## config.mk

```make
export PLATFORM = sky130hd
export DESIGN_NAME = tlc_phase_scheduler
export DESIGN_NICKNAME = d
export VERILOG_FILES = /design/src/rtl/tlc_pkg.sv /design/src/rtl/tlc_param_check.sv /design/src/rtl/tlc_phase_timer.sv /design/src/rtl/tlc_phase_scheduler.sv
export SDC_FILE = /design/constraint.sdc
export NUM_CORES = 1
export LEC_CHECK = 0
export BUFFER_PORTS_ARGS = -buffer_cell sky130_fd_sc_hd__clkbuf_2
export CORE_MARGIN = 1
export CORE_UTILIZATION = 55
export CTS_CLUSTER_SIZE = 30
export DETAILED_ROUTE_END_ITERATION = 8
export PLACE_DENSITY = 0.79
export SETUP_SLACK_MARGIN = 0.1
export SLEW_MARGIN = 15
export SYNTH_ARGS = -nofsm -noshare
export SYNTH_HDL_FRONTEND = slang
export SYNTH_SLANG_ARGS = --single-unit
```

## constraint.sdc

```tcl
create_clock -name Clk -period 3.3 [get_ports Clk]
set_clock_uncertainty 0.1 [all_clocks]
set_input_delay 0.66 -clock Clk [delete_from_list [all_inputs] [get_ports Clk]]
set_output_delay 0.66 -clock Clk [all_outputs]
set_load 0.005 [all_outputs]
```

## src/rtl/tlc_pkg.sv

```systemverilog
// Shared phase encodings, lamp codes and 50 MHz timing constants for the
// highway/farm-road phase scheduler.
package tlc_pkg;

    localparam logic [2:0] S0 = 3'd0;  // ALLRED_A
    localparam logic [2:0] S1 = 3'd1;  // HWY_G
    localparam logic [2:0] S2 = 3'd2;  // HWY_Y
    localparam logic [2:0] S3 = 3'd3;  // ALLRED_B
    localparam logic [2:0] S4 = 3'd4;  // FARM_G
    localparam logic [2:0] S5 = 3'd5;  // FARM_Y

    localparam logic [1:0] GREEN  = 2'b11;
    localparam logic [1:0] YELLOW = 2'b10;
    localparam logic [1:0] RED    = 2'b00;

    localparam int unsigned SEC1  = 32'd50_000_000;
    localparam int unsigned SEC3  = 32'd150_000_000;
    localparam int unsigned SEC15 = 32'd750_000_000;
    localparam int unsigned SEC30 = 32'd1_500_000_000;

endpackage

```

## src/rtl/tlc_param_check.sv

```systemverilog
// Simulation-time legality check of the scheduler timing parameters.
module tlc_param_check #(
    parameter int unsigned ALLRED_CYC   = 1,
    parameter int unsigned YEL_CYC      = 1,
    parameter int unsigned HWY_MIN_CYC  = 1,
    parameter int unsigned FARM_MIN_CYC = 1,
    parameter int unsigned FARM_MAX_CYC = 1
) (
    input logic Clk
);

    // Every parameter nonzero and the farm min not above the farm max.
    always @(posedge Clk) begin
        assert ((ALLRED_CYC >= 32'd1) && (YEL_CYC >= 32'd1) && (HWY_MIN_CYC >= 32'd1) &&
                (FARM_MIN_CYC >= 32'd1) && (FARM_MAX_CYC >= 32'd1) &&
                (FARM_MIN_CYC <= FARM_MAX_CYC))
        else $error("tlc_phase_scheduler: illegal timing parameters");
    end

endmodule

```

## src/rtl/tlc_phase_timer.sv

```systemverilog
// Per-phase cycle counter: clears on request, otherwise counts up, optionally
// holding at a saturation value instead of wrapping.
module tlc_phase_timer #(
    parameter int unsigned CW = 31
) (
    input  logic          Clk,
    input  logic          Rst,
    input  logic          clr_i,
    input  logic          sat_en_i,
    input  logic [CW-1:0] sat_val_i,
    output logic [CW-1:0] count_o
);

    logic [CW-1:0] count_q;
    logic [CW-1:0] count_d;

    // Next count: clear beats saturate beats increment.
    always_comb begin
        count_d = count_q;
        if (clr_i) begin
            count_d = '0;
        end else if (sat_en_i && (count_q >= sat_val_i)) begin
            count_d = sat_val_i;
        end else begin
            count_d = count_q + CW'(1);
        end
    end

    // Counter register with synchronous reset.
    always_ff @(posedge Clk) begin
        if (Rst) begin
            count_q <= '0;
        end else begin
            count_q <= count_d;
        end
    end

    assign count_o = count_q;

endmodule

```

## src/rtl/tlc_phase_scheduler.sv

```systemverilog
// Sensor-driven highway/farm-road phase sequencer with Moore lamp decode.
// Optional pedestrian walk support is enabled by defining TLC_PED_WALK_EN.
module tlc_phase_scheduler
    import tlc_pkg::*;
#(
    parameter int unsigned ALLRED_CYC   = SEC1,
    parameter int unsigned YEL_CYC      = SEC3,
    parameter int unsigned HWY_MIN_CYC  = SEC30,
    parameter int unsigned FARM_MIN_CYC = SEC3,
    parameter int unsigned FARM_MAX_CYC = SEC15,
    parameter int unsigned CW           = 31
) (
    input  logic          Clk,
    input  logic          Rst,
    input  logic          FarmSensor,
    input  logic          PedReq,
    output logic [1:0]    highwaySignal,
    output logic [1:0]    farmSignal,
    output logic          Walk,
    output logic          ReqPending,
    output logic [2:0]    state,
    output logic [CW-1:0] Count
);

`ifdef TLC_PED_WALK_EN
    localparam logic PED_EN = 1'b1;
`else
    localparam logic PED_EN = 1'b0;
`endif

    localparam logic [CW-1:0] ALLRED_LAST = CW'(ALLRED_CYC - 32'd1);
    localparam logic [CW-1:0] YEL_LAST    = CW'(YEL_CYC - 32'd1);
    localparam logic [CW-1:0] HWY_LAST    = CW'(HWY_MIN_CYC - 32'd1);
    localparam logic [CW-1:0] FMIN_LAST   = CW'(FARM_MIN_CYC - 32'd1);
    localparam logic [CW-1:0] FMAX_LAST   = CW'(FARM_MAX_CYC - 32'd1);

    logic [2:0]    state_q;
    logic [2:0]    state_d;
    logic          req_q;
    logic          req_d;
    logic [CW-1:0] count_s;
    logic          req_src_s;
    logic          s4_entry_s;

    // A pedestrian press shares the min-green guarantee already given to a
    // farm request, so the walk option only widens the request source.
    assign req_src_s  = FarmSensor | (PedReq & PED_EN);
    assign s4_entry_s = (state_d == S4) && (state_q != S4);

    tlc_phase_timer #(
        .CW (CW)
    ) u_timer (
        .Clk       (Clk),
        .Rst       (Rst),
        .clr_i     (state_d != state_q),
        .sat_en_i  (state_q == S1),
        .sat_val_i (HWY_LAST),
        .count_o   (count_s)
    );

    tlc_param_check #(
        .ALLRED_CYC   (ALLRED_CYC),
        .YEL_CYC      (YEL_CYC),
        .HWY_MIN_CYC  (HWY_MIN_CYC),
        .FARM_MIN_CYC (FARM_MIN_CYC),
        .FARM_MAX_CYC (FARM_MAX_CYC)
    ) u_param_check (
        .Clk (Clk)
    );

    // Phase transition decision.
    always_comb begin
        state_d = state_q;
        case (state_q)
            S0: if (count_s == ALLRED_LAST) state_d = S1; else state_d = S0;
            S1: if ((count_s >= HWY_LAST) && req_q) state_d = S2; else state_d = S1;
            S2: if (count_s == YEL_LAST) state_d = S3; else state_d = S2;
            S3: if (count_s == ALLRED_LAST) state_d = S4; else state_d = S3;
            S4: begin
                // The max cap ends farm green even with the sensor still high.
                if (((count_s >= FMIN_LAST) && !FarmSensor) || (count_s == FMAX_LAST)) begin
                    state_d = S5;
                end else begin
                    state_d = S4;
                end
            end
            S5: if (count_s == YEL_LAST) state_d = S0; else state_d = S5;
            default: state_d = S0;
        endcase
    end

    // Request latch: clear on farm-green entry wins over a coincident set.
    always_comb begin
        req_d = req_q;
        if (s4_entry_s) begin
            req_d = 1'b0;
        end else if (req_src_s && (state_q != S4)) begin
            req_d = 1'b1;
        end else begin
            req_d = req_q;
        end
    end

    // Phase and request registers.
    always_ff @(posedge Clk) begin
        if (Rst) begin
            state_q <= S0;
            req_q   <= 1'b0;
        end else begin
            state_q <= state_d;
            req_q   <= req_d;
        end
    end

    // Moore lamp decode from the registered phase.
    always_comb begin
        highwaySignal = RED;
        farmSignal    = RED;
        case (state_q)
            S1:      highwaySignal = GREEN;
            S2:      highwaySignal = YELLOW;
            S4:      farmSignal    = GREEN;
            S5:      farmSignal    = YELLOW;
            default: begin
                highwaySignal = RED;
                farmSignal    = RED;
            end
        endcase
    end

    assign Walk       = PED_EN & (state_q == S4);
    assign ReqPending = req_q;
    assign state      = state_q;
    assign Count      = count_s;

endmodule

```

==> flow_summary.ini <==
[cts]
cts.clk_slew.worst_paths_ns = 0.08
cts_setup_buffers = 0
holdBufCountCts = 0
worstSkewPairLatency_ns = 0.29
h-tree-depth = 2
numCtsBuffers = 5
postCtsResizedCells = 0
clock_sinks = 35
cts-root-buf = clkbuf_8
clockBufferDepth = 2
cts_tree = done

[logic_synthesis]
synth_area_leader_cell = dfxtp_1
synthCells = 264
synth.area.top_cells = dfxtp_1 30%, a211oi_2 9.1%, xor2_1 5.6%, nor3_2 5.6%, xnor2_1 5.3%
syn_area_um2 = 2330
syn_nets = 269
async_flop_share_pct = 0
synth_edf_count = 0
synth_top_cell_area_share_pct = 30.1
ys.flop_type = dfxtp_1
ys_seq_area_share_pct = 30.1
syn_area_per_cell_um2 = 8.83
synth_warnings = 0
synth_cell_types = 52
synth_seq_cells = 35

[cells_and_area]
final_area_um2 = 2590
area_growth_pct = 11.1
layout_commonest_cell = clkbuf_2
nets = 298
antennaDiodeCount = 0
final_cell_mix = 41 x clkbuf_2, 35 x dfxtp_1, 21 x nand2_1, 17 x a211oi_2, 15 x xor2_1
layout-drive-gt1-share_pct = 31.3
post-route-util_pct = 64.3
final_cell_count_no_fill = 344

[timing]
final_max_slew_viol_count = 0
maxSlewHeadroom_pct = 49.5
finalSetupViolCount = 0
fin_crit_sh_pct = 87.6
rsz0062_at_grt = no
post-route-min-period_ns = 2.89
finalSetupTns_ns = 0
setup_ws_ns = 0.408
fin_hold_ws_ns = 0.404
hold_viol = 0
worstMarginPinSlew_ns = 0.757
fmax_mhz = 346

[power]
p_leak_nw = 0.946
power_density_nw_per_um2 = 296
irDropWorstVdd_mv = 0.237
total_power_mw = 0.765

[floorplan]
io_pins = 44
die_w_um = 67.1
rows = 23
die_area_um2 = 4500
core_um2 = 4030
dieHeight_um = 67.1
initial_core_util_pct = 57.9

[setup_path]
critPathMaxFanout = 18
cp-end-kind = flop
startpoint_type = flop
r2r_start = u_timer.count_o[11]$_SDFF_PP0_
reg2reg_to = u_timer.count_o[0]$_SDFF_PP0_
arrival_ns = 2.95
path_class = reg -> reg
rr_worst_depth = 7
reg2reg_slack_ns = 0.41
worstPathRequired_ns = 3.36

[place]
io_buffers = 41
place_area_um2 = 2510
place_congestion = 0.983
dp.cells = 336
hpwl_um = 4040
dp_slack_ns = 0.563

[global_route]
grt_max_degree = 20
grt.total_usage_pct = 26.9
grt_remaining_overflow = 0
grt.busiest_layer = met2
grtUsageMet1_pct = 37.1
antenna_found_initial = 0
grtUsageMet2_pct = 39.5
grt_pass1_vias = 1783
grt_pass1_wl_um = 9000
globalRouteMet3Util_pct = 6.51

[route]
ant_nets = 0
first_pass_iters = 4
wl_per_cell_um = 16.5
routed_wl_um = 5660
viasPerCell = 6.14
drtIter0Drc = 168
vias = 2111
drc = 0

[run_status]
outcome = finished, final reports clean

[min_path]
hold-path-endpoint = u_timer.count_o[0]$_SDFF_PP0_
min_from = u_timer.count_o[0]$_SDFF_PP0_
worstHoldPathType = reg -> reg
hold_depth = 1

[job]
maxCapViolCount = 0
==> cells by family (layout without fill, tap and decap cells) <==
group	after synthesis	after routing	share of synthesized area, %
other	1	1	0.161
AOI/OAI and AO/OA	44	44	18.1
and+or+nand+nor	124	124	33.4
xor gates and xnor gates	29	29	10.9
DFF	35	35	30.1
buffers and inverters	30	60	6.87
adders and majority gates	1	1	0.537
==> routing by layer <==
layer | wire length, um | vias up
li1 | - | 1035
met1 | 2710 | 1000
met2 | 2580 | 66
met3 | 281 | 10
met4 | 91 | 0
met5 | 0 | -
==> state kept, by name, indices dropped and copies added, names as in the netlist <==
signal / cells
ReqPending: 1
u_timer.count_o: 31
state: 3
==> where the power goes <==
group          total [mW]  switching, mW  internal [mW]
combinational      0.0312         0.0189         0.0124
clock               0.304          0.156          0.148
sequential          0.431        0.00420          0.426
==> cell type report <==
type | instances | area, um^2
Multi-Input combinational cell | 199 | 1470
Fill cell | 344 | 1440
Sequential cell | 35 | 701
Timing Repair Buffer | 45 | 248
Clock buffer | 7 | 76.3
Tap cell | 50 | 62.6
Inverter | 7 | 26.3
Clock inverter | 1 | 5.00
==> critical path, cell delays in order (launching register included) <==
cell and delay (ns):
dfxtp_1 0.38, nor4_1 0.65, nand4_1 0.33, nor4_2 0.42, a221oi_1 0.17, nand3_2 0.39, buf_12 0.24, a211oi_1 0.06
==> worst max-delay path by stage <==
stage / slack [ns] / cells after the start / startpoint / to
2_1_floorplan: 1.20 / 7 / u_timer.count_o[18]$_SDFF_PP0_ / u_timer.count_o[6]$_SDFF_PP0_
3_3_place_gp: 0.60 / 7 / u_timer.count_o[11]$_SDFF_PP0_ / u_timer.count_o[0]$_SDFF_PP0_
3_5_place_dp: 0.56 / 7 / u_timer.count_o[11]$_SDFF_PP0_ / u_timer.count_o[8]$_SDFF_PP0_
4_1_cts: 0.56 / 7 / u_timer.count_o[11]$_SDFF_PP0_ / u_timer.count_o[0]$_SDFF_PP0_
5_1_grt: 0.31 / 7 / u_timer.count_o[11]$_SDFF_PP0_ / u_timer.count_o[0]$_SDFF_PP0_
6_report: 0.41 / 7 / u_timer.count_o[11]$_SDFF_PP0_ / u_timer.count_o[0]$_SDFF_PP0_
==> Yosys cell counts, types with 5 or more instances <==
cell type,instances
a211oi_2,17
a21oi_1,5
nor3_2,13
dfxtp_1,35
inv_1,7
nor4_1,8
nand4_1,13
nor2_1,14
and3_1,5
xnor2_1,14
clkbuf_1,9
nand3_1,14
nor3_1,8
buf_2,7
nand2_1,21
xor2_1,15
Note: power is estimated with default switching activity, not from simulation.
